<file path="config.mk">
export PLATFORM = sky130hd
export DESIGN_NAME = imm_gen_pipe
export DESIGN_NICKNAME = d
export VERILOG_FILES = /design/src/rtl/imm_gen_pipe.sv
export SDC_FILE = /design/constraint.sdc
export NUM_CORES = 1
export LEC_CHECK = 0
export ABC_AREA = 1
export CAP_MARGIN = 20
export CELL_PAD_IN_SITES_DETAIL_PLACEMENT = 0
export CELL_PAD_IN_SITES_GLOBAL_PLACEMENT = 2
export CORE_MARGIN = 2
export CORE_UTILIZATION = 27
export CTS_CLUSTER_SIZE = 40
export DETAILED_ROUTE_END_ITERATION = 10
export HOLD_SLACK_MARGIN = 0.05
export PLACE_DENSITY_LB_ADDON = 0.1
export SLEW_MARGIN = 20
export SYNTH_ARGS = -nofsm -noshare
export SYNTH_HDL_FRONTEND = slang
export SYNTH_SLANG_ARGS = --single-unit
</file>
<file path="constraint.sdc">
create_clock -name clk -period 3.2 [get_ports clk]
set_clock_uncertainty 0.1 [all_clocks]
set_input_delay 0.32 -clock clk [delete_from_list [all_inputs] [get_ports clk]]
set_output_delay 0.32 -clock clk [all_outputs]
set_load 0.005 [all_outputs]
</file>
<file path="src/rtl/imm_gen_pipe.sv">
// imm_gen_pipe
//   Pipelined RISC-V immediate generator. Classifies each accepted 32-bit
//   instruction by format, builds its XLEN-wide immediate and queues the
//   result in a DEPTH-entry in-order FIFO between fetch and decode/execute.
//
// Ports
//   clk          rising-edge clock
//   reset        asynchronous, active-high; empties the FIFO
//   in_valid     producer offers in_instr/in_tag
//   in_ready     FIFO not full (registered state only)
//   in_instr     32-bit instruction word
//   in_tag       sideband tag, returned unchanged
//   out_valid    FIFO head is valid
//   out_ready    consumer takes the head entry
//   out_imm      immediate of the head entry (0 when empty)
//   out_fmt      0 NONE, 1 I, 2 S, 3 B, 4 U, 5 J, 6 SHAMT (0 when empty)
//   out_illegal  opcode not recognised (0 when empty)
//   out_tag      tag of the head entry (0 when empty)
//   level        current occupancy
module imm_gen_pipe #(
    parameter int XLEN  = 64,
    parameter int DEPTH = 2,
    parameter int TAG_W = 8,
    localparam int LVL_W = $clog2(DEPTH + 1),
    localparam int PTR_W = (DEPTH > 1) ? $clog2(DEPTH) : 1
) (
    input  logic             clk,
    input  logic             reset,
    input  logic             in_valid,
    output logic             in_ready,
    input  logic [31:0]      in_instr,
    input  logic [TAG_W-1:0] in_tag,
    output logic             out_valid,
    input  logic             out_ready,
    output logic [XLEN-1:0]  out_imm,
    output logic [2:0]       out_fmt,
    output logic             out_illegal,
    output logic [TAG_W-1:0] out_tag,
    output logic [LVL_W-1:0] level
);

    localparam logic [2:0] FMT_NONE  = 3'd0;
    localparam logic [2:0] FMT_I     = 3'd1;
    localparam logic [2:0] FMT_S     = 3'd2;
    localparam logic [2:0] FMT_B     = 3'd3;
    localparam logic [2:0] FMT_U     = 3'd4;
    localparam logic [2:0] FMT_J     = 3'd5;
    localparam logic [2:0] FMT_SHAMT = 3'd6;

    // ------------------------------------------------------------------
    // Combinational decode of the offered instruction
    // ------------------------------------------------------------------
    logic [6:0]      opcode;
    logic [2:0]      funct3;
    logic [2:0]      dec_fmt;
    logic            dec_ill;
    logic [31:0]     imm32;
    logic [63:0]     imm64;
    logic [XLEN-1:0] dec_imm;

    always_comb begin
        opcode  = in_instr[6:0];
        funct3  = in_instr[14:12];
        dec_fmt = FMT_NONE;
        dec_ill = 1'b0;
        case (opcode)
            7'b0000011, 7'b1100111: dec_fmt = FMT_I;
            7'b0010011, 7'b0011011: begin
                if (funct3 == 3'b001 || funct3 == 3'b101) begin
                    dec_fmt = FMT_SHAMT;
                end else begin
                    dec_fmt = FMT_I;
                end
            end
            7'b0100011:             dec_fmt = FMT_S;
            7'b1100011:             dec_fmt = FMT_B;
            7'b0110111, 7'b0010111: dec_fmt = FMT_U;
            7'b1101111:             dec_fmt = FMT_J;
            default:                dec_ill = 1'b1;
        endcase
    end

    // All sign-extended formats are first built as a 32-bit value, then
    // widened to 64 and truncated to XLEN so XLEN=32 needs no special case.
    always_comb begin
        imm32 = '0;
        case (dec_fmt)
            FMT_I: imm32 = {{20{in_instr[31]}}, in_instr[31:20]};
            FMT_S: imm32 = {{20{in_instr[31]}}, in_instr[31:25], in_instr[11:7]};
            FMT_B: imm32 = {{19{in_instr[31]}}, in_instr[31], in_instr[7],
                            in_instr[30:25], in_instr[11:8], 1'b0};
            FMT_U: imm32 = {in_instr[31:12], 12'b0};
            FMT_J: imm32 = {{11{in_instr[31]}}, in_instr[31], in_instr[19:12],
                            in_instr[20], in_instr[30:21], 1'b0};
            default: imm32 = '0;
        endcase
        imm64 = {{32{imm32[31]}}, imm32};

        if (dec_fmt == FMT_SHAMT) begin
            // 6-bit shift amount only for 64-bit OP-IMM; word shifts and
            // RV32 use 5 bits.
            if (opcode == 7'b0010011 && XLEN == 64) begin
                dec_imm = XLEN'(in_instr[25:20]);
            end else begin
                dec_imm = XLEN'(in_instr[24:20]);
            end
        end else begin
            dec_imm = imm64[XLEN-1:0];
        end
    end

    // ------------------------------------------------------------------
    // Result FIFO
    // ------------------------------------------------------------------
    logic [XLEN-1:0]  imm_q  [DEPTH];
    logic [2:0]       fmt_q  [DEPTH];
    logic             ill_q  [DEPTH];
    logic [TAG_W-1:0] tag_q  [DEPTH];

    logic [PTR_W-1:0] wr_ptr_q, wr_ptr_d;
    logic [PTR_W-1:0] rd_ptr_q, rd_ptr_d;
    logic [LVL_W-1:0] level_q,  level_d;
    logic             push, pop;

    function automatic logic [PTR_W-1:0] ptr_inc(input logic [PTR_W-1:0] p);
        return (p == PTR_W'(DEPTH - 1)) ? '0 : p + PTR_W'(1);
    endfunction

    assign in_ready  = (level_q != LVL_W'(DEPTH));
    assign out_valid = (level_q != '0);
    assign push      = in_valid && in_ready;
    assign pop       = out_valid && out_ready;

    always_comb begin
        wr_ptr_d = push ? ptr_inc(wr_ptr_q) : wr_ptr_q;
        rd_ptr_d = pop  ? ptr_inc(rd_ptr_q) : rd_ptr_q;
        level_d  = level_q;
        if (push && !pop) begin
            level_d = level_q + LVL_W'(1);
        end else if (pop && !push) begin
            level_d = level_q - LVL_W'(1);
        end
    end

    always_ff @(posedge clk or posedge reset) begin
        if (reset) begin
            wr_ptr_q <= '0;
            rd_ptr_q <= '0;
            level_q  <= '0;
            imm_q    <= '{default: '0};
            fmt_q    <= '{default: '0};
            ill_q    <= '{default: 1'b0};
            tag_q    <= '{default: '0};
        end else begin
            wr_ptr_q <= wr_ptr_d;
            rd_ptr_q <= rd_ptr_d;
            level_q  <= level_d;
            if (push) begin
                imm_q[wr_ptr_q] <= dec_imm;
                fmt_q[wr_ptr_q] <= dec_fmt;
                ill_q[wr_ptr_q] <= dec_ill;
                tag_q[wr_ptr_q] <= in_tag;
            end
        end
    end

    // Head outputs are forced to zero whenever the FIFO is empty.
    assign out_imm     = out_valid ? imm_q[rd_ptr_q] : '0;
    assign out_fmt     = out_valid ? fmt_q[rd_ptr_q] : '0;
    assign out_illegal = out_valid ? ill_q[rd_ptr_q] : 1'b0;
    assign out_tag     = out_valid ? tag_q[rd_ptr_q] : '0;
    assign level       = level_q;

endmodule

</file>
==> flow_summary.toml, run 1 <==
[global_routing]
antenna_found_initial = 0
grt-ovfl-total = 0
grt_max_degree = 50
grt_pass1_vias = 4792
grt_usage = 0.165
grt_pass1_wl_um = 26400

[critical_path]
ff2ff_setup_slack_ns = 1.27
r2r-end = "level[1]$_DFFE_PP0P_"
path_buf_inv = 3
cp_max_fo = 33
rr_worst_depth = 7
endpoint_kind = "primary output"
cp_cell_sequence = "buf_4 -> nand2_1 -> a21oi_2 -> buf_4 -> clkdlybuf4s50_1"
critPathSlowestCell = "clkdlybuf4s50_1"
cp.arrival_ns = 2.22
r2r_start = "level[0]$_DFFE_PP0P_"
worst-setup-path-type = "reg -> out"
crit_path_frequent_cell = "buf_4"
cp-start-kind = "flop"
cp.required_ns = 2.78
cp_top_family = "buffers and inverters"
cp_slowest_stage_delay_ns = 0.56

[yosys]
ys_seq_area_frac = 0.436
syn-num-nets = 798
avgSynthCellArea_um2 = 7.01
ys_warn_count = 0
syn_area_mm2 = 0.00528
synth_top_area_frac = 0.436
yosys_register_bits = 92
syn-instance-count = 753
synth_cell_types = 24
synth_area_leaders = "dfrtp_1, nand2_1, buf_4, a21oi_1, o21ai_0"
synth_largest_area_cell = "dfrtp_1"

[route]
first_pass_iters = 4
wl_per_cell_um = 15.0
drt_iter0_markers = 249
drt_wl_total_um = 16500
vias_per_cell = 4.45
drtAntennaViolNets = 0
vias = 4901
drcViolationCount = 0

[placement]
gp_congestion = 0.813
port-buffer-count = 123
place_inst = 1085
dpl.hpwl_um = 11400
dpl-instance-area_mm2 = 0.00652

[floorplanning]
num_rows = 51
die_w_um = 144
die_area_mm2 = 0.0207
core_mm2 = 0.0193
die_h_um = 144
start_util = 0.273
ioPinCount = 124

[timing]
rsz0062_at_grt = "no"
max_freq_ghz = 0.379
finalSetupTns_ns = 0
final.min_clock_period_ns = 2.64
final_hold_viol_count = 0
period_share = 0.823
setup-violations-final = 0
worst_pin_slew_ns = 0.811
maxSlewHeadroom = 0.459
slew_viol_final = 0

[finish]
fin_util = 0.352
nNetsFinal = 876
drive_gt1_frac = 0.0718
syn2layout_area_growth_pct = 28.8
finalNonFillerCells = 1101
num_antenna_cells = 0
final_area_mm2 = 0.00680

[clock_network]
cts_tree = "built"
cts.repair.resized = 0
clock_path_buffers = 2
clock_sinks = 92
clkSlewWorstSetupHoldPaths_ns = 0.07
numCtsBuffers = 9
cts_root_buf = "clkbuf_16"
cts_setup_buffers = 0
clk_latency_ns = 0.34
ctsHoldBuffers = 0
h-tree-depth = 3

[power_and_ir_drop]
irDropWorstVdd_mv = 0.253
p_total_uw = 4460
p_leak_uw = 0.00337
powerDensity_mw_per_mm2 = 657

[flow_run]
drv_cap = 0

[outcome]
outcome = "finished, final reports clean"

[worst_hold_path]
worstHoldPathType = "in -> async"
[cells in the mapped netlist]
master / number
nor2_2: 2
nor2_1: 36
nand2_1: 351
nand2_4: 1
a21oi_1: 46
clkinv_1: 1
buf_2: 12
ha_1: 1
clkbuf_2: 1
o21ai_1: 4
nand3_2: 6
o21ai_2: 3
inv_1: 43
nand3_1: 37
buf_6: 4
xnor2_1: 2
clkbuf_1: 15
xor2_1: 1
buf_4: 40
nor2_4: 4
dfrtp_1: 92
nand2_2: 7
o21ai_0: 40
inv_2: 4
[placed cells by master (no fill, tap or decap)]
master / Yosys / layout
xnor2_1: 2 / 2
ha_1: 1 / 1
inv_1: 43 / 42
nand2_1: 351 / 351
clkinvlp_4: 0 / 1
xor2_1: 1 / 1
clkbuf_1: 15 / 2
o21ai_0: 40 / 40
nand2_4: 1 / 1
buf_12: 0 / 1
nor2_2: 2 / 2
clkinv_2: 0 / 1
clkinv_1: 1 / 1
inv_6: 0 / 1
clkdlybuf4s50_1: 0 / 123
o21ai_2: 3 / 3
dfrtp_1: 92 / 92
clkbuf_16: 0 / 9
o21ai_1: 4 / 4
nor2_1: 36 / 35
nor2_4: 4 / 5
clkbuf_8: 0 / 1
clkinv_4: 0 / 2
nand3_1: 37 / 37
a21oi_1: 46 / 45
buf_4: 40 / 15
nand3_2: 6 / 6
a21oi_2: 0 / 1
inv_2: 4 / 4
nand2_2: 7 / 7
[power by group]
part           total (uW)  leakage (uW)  switching, uW  internal [uW]
clock network        1030      0.000133            474            555
registers            1530       0.00124            129           1400
logic                1900       0.00200           1110            788
[metal layers]
metal / track usage / wire length (um) / vias up
met5: 0 / 0 / -
met4: 0.0341 / 114 / 0
met3: 0.0270 / 648 / 8
met2: 0.265 / 7690 / 117
met1: 0.235 / 8070 / 2322
li1: - / - / 2454
[logic make-up after synthesis]
group                    after synthesis  share of synthesized area
AO/OA/AOI/OAI                         93                     0.0904
XOR/XNOR                               3                    0.00498
buffers and inverters                120                      0.123
flip-flops                            92                      0.436
adder cells (fa/ha/maj)                1                    0.00237
AND/OR/NAND/NOR                      444                      0.343
[worst max-delay path by stage]
stage,slack [ns],to,start,cells past startpoint
after floorplan,0.30,out_imm[32],rd_ptr_q$_DFFE_PP0P_,6
after global placement,0.83,imm_q[20]$_DFFE_PP0P_,in_instr[6],10
after detailed placement,0.82,imm_q[84]$_DFFE_PP0P_,in_instr[6],10
after CTS,0.51,out_imm[37],rd_ptr_q$_DFFE_PP0P_,5
after global routing,0.40,out_imm[40],rd_ptr_q$_DFFE_PP0P_,5
final,0.56,out_imm[51],rd_ptr_q$_DFFE_PP0P_,5
[stage by stage]
stage | setup slack (ns) | hold slack, ns
6_report | 0.565 | 0.328
5_1_grt | 0.397 | 0.395
4_1_cts | 0.510 | 0.360
3_5_place_dp | 0.817 | 0.354
3_3_place_gp | 0.825 | 0.348
2_1_floorplan | 0.298 | 0.337
[area by class of cell]
class	instances	area [um^2]
fill	2050	12500
multi-input combinational	541	2340
sequential	92	2300
timing repair buffer	139	1360
tap	265	332
clock buffer	12	246
inverter	48	181
clock inverter	4	33.8
[registers in the layout (all words and copies together), names as in the netlist]
| register | cells |
|---|---|
| ill_q | 2 |
| tag_q | 16 |
| imm_q | 64 |
| wr_ptr_q | 1 |
| rd_ptr_q | 1 |
| level | 2 |
| fmt_q | 6 |
(Power assumes the default switching activity.)
==> run 2: changes to the inputs <==
- CORE_UTILIZATION: 27 -> 25
- clock period: 3.2 -> 2.2 ns (I/O delays scaled with it)
==> flow_summary.toml, run 2 (synthesized netlist as in run 1, its figures left out) <==
[outcome]
outcome = "finished, final reports clean"

[floorplanning]
die_area_mm2 = 0.0223
start_util = 0.253
ioPinCount = 124
num_rows = 53
die_w_um = 149
core_mm2 = 0.0209
die_h_um = 149

[worst_hold_path]
worstHoldPathType = "in -> async"

[timing]
rsz0062_at_grt = "no"
maxSlewHeadroom = 0.437
whs_ns = 0.160
slew_viol_final = 0
worst_pin_slew_ns = 0.844
setup-violations-final = 0
final.min_clock_period_ns = 2.12
period_share = 0.965
finalSetupTns_ns = 0
final_hold_viol_count = 0
setup_ws_ns = 0.0767
max_freq_ghz = 0.471

[finish]
finalNonFillerCells = 1132
mostFrequentLayoutCell = "nand2_1"
final_area_mm2 = 0.00717
regMostFlops = "imm_q"
top_regs = "imm_q: 64 flops, tag_q: 16 flops, fmt_q: 6 flops"
drive_gt1_frac = 0.111
regArea_mm2 = 0.00231
syn2layout_area_growth_pct = 35.9
mostFrequentLayoutCells = "nand2_1, dfrtp_1, dlygate4sd2_1, clkdlybuf4s50_1, inv_1"
fillers = 2275
multi_input_area_mm2 = 0.00238
num_antenna_cells = 0
nNetsFinal = 897
largest_reg_flops = 64

[placement]
port-buffer-count = 123
gp_congestion = 0.816
dpl.hpwl_um = 11500
place_inst = 1101
dpl-instance-area_mm2 = 0.00666
pre_cts_slack_ns = 0.0375

[route]
drt_wl_total_um = 17500
vias = 4976
drcViolationCount = 0
drt_iter0_markers = 278
first_pass_iters = 4
drtAntennaViolNets = 0
wl_per_cell_um = 15.5
vias_per_cell = 4.40

[global_routing]
grt_max_degree = 50
grt-ovfl-total = 0
grt_pass1_vias = 4944
antenna_found_initial = 0
grt_pass1_wl_um = 27800
grt_usage = 0.163

[critical_path]
ff2ff_setup_slack_ns = 0.21
cp-start-kind = "flop"
worst-setup-path-type = "reg -> out"
cp.arrival_ns = 1.80
cp.required_ns = 1.88
cp_max_fo = 17
endpoint_kind = "primary output"

[clock_network]
cts_root_buf = "clkbuf_16"
clkSlewWorstSetupHoldPaths_ns = 0.07
clock_sinks = 92
clk_latency_ns = 0.35
clock_path_buffers = 2
numCtsBuffers = 9
ctsHoldBuffers = 0
h-tree-depth = 3
cts_tree = "built"

[power_and_ir_drop]
powerDensity_mw_per_mm2 = 991
p_leak_uw = 0.00389
irDropWorstVdd_mv = 0.445

[flow_run]
drv_cap = 0
==> run 2: changes by cell type in the layout (fill, tap and decap cells not counted), moves of 2 or more <==
| cell | previous run | this run |
|---|---|---|
| clkinvlp_4 | 1 | 4 |
| bufinv_16 | 0 | 2 |
| a21oi_2 | 1 | 7 |
| dfrtp_2 | 0 | 3 |
| buf_6 | 0 | 3 |
| dlygate4sd2_1 | 0 | 71 |
| clkbuf_1 | 2 | 0 |
| a21oi_1 | 45 | 38 |
| clkdlybuf4s50_1 | 123 | 50 |
| buf_16 | 0 | 2 |
| buf_4 | 15 | 21 |
| buf_12 | 1 | 9 |
| dfrtp_1 | 92 | 89 |
==> run 2: critical path, cell delays in order (launching register included) <==
cell           delay (ns)
dfrtp_2              0.43
nor2_4               0.24
buf_12               0.19
a21oi_4              0.05
buf_4                0.14
buf_12               0.13
dlygate4sd2_1        0.26
==> run 2: cell type report <==
class	count	area share
sequential	92	0.322
timing repair buffer	160	0.227
clock inverter	7	0.0136
multi-input combinational	541	0.331
clock buffer	9	0.0314
tap	275	0.0480
inverter	48	0.0269
==> run 2: worst paths after layout <==
kind	startpoint	end	depth (start not counted)
max in group asynchronous	reset	imm_q[79]$_DFFE_PP0P_	3
worst min-delay path	reset	tag_q[10]$_DFFE_PP0P_	2
worst min register to register	tag_q[0]$_DFFE_PP0P_	tag_q[0]$_DFFE_PP0P_	2
worst max-delay path	level[1]$_DFFE_PP0P_	out_imm[59]	6
worst max register to register	level[0]$_DFFE_PP0P_	ill_q[0]$_DFFE_PP0P_	7
min in group clk	in_tag[7]	tag_q[15]$_DFFE_PP0P_	3
==> run 2: per-layer routing <==
| metal | track usage | share of wire | up-vias |
|---|---|---|---|
| met3 | 0.0324 | 0.039 | 12 |
| met4 | 0.0329 | 0.0068 | 0 |
| met1 | 0.237 | 0.49 | 2363 |
| li1 | - | - | 2497 |
| met5 | 0 | 0 | - |
| met2 | 0.253 | 0.46 | 104 |
==> run 2: power breakdown <==
group | total [uW] | internal, uW | switching, uW
Combinational | 3150 | 1370 | 1780
Sequential | 2240 | 2050 | 190
Clock | 1720 | 1000 | 713
Total | 7110 | 4420 | 2680
==> run 2: metrics by stage <==
stage	utilization	total power [uW]
floorplan	-	3740
global placement	0.319	5180
detailed placement	0.319	5210
CTS	0.341	7160
global route	0.343	7630
finish	0.343	7110
==> run 2: repair_timing <==
item / CTS / global route
pin swaps: 5 / 1
buffers inserted: 9 / 2
gates cloned: 3 / 1
gates resized for setup: 92 / 4
endpoints found under the setup margin: 62 / 13
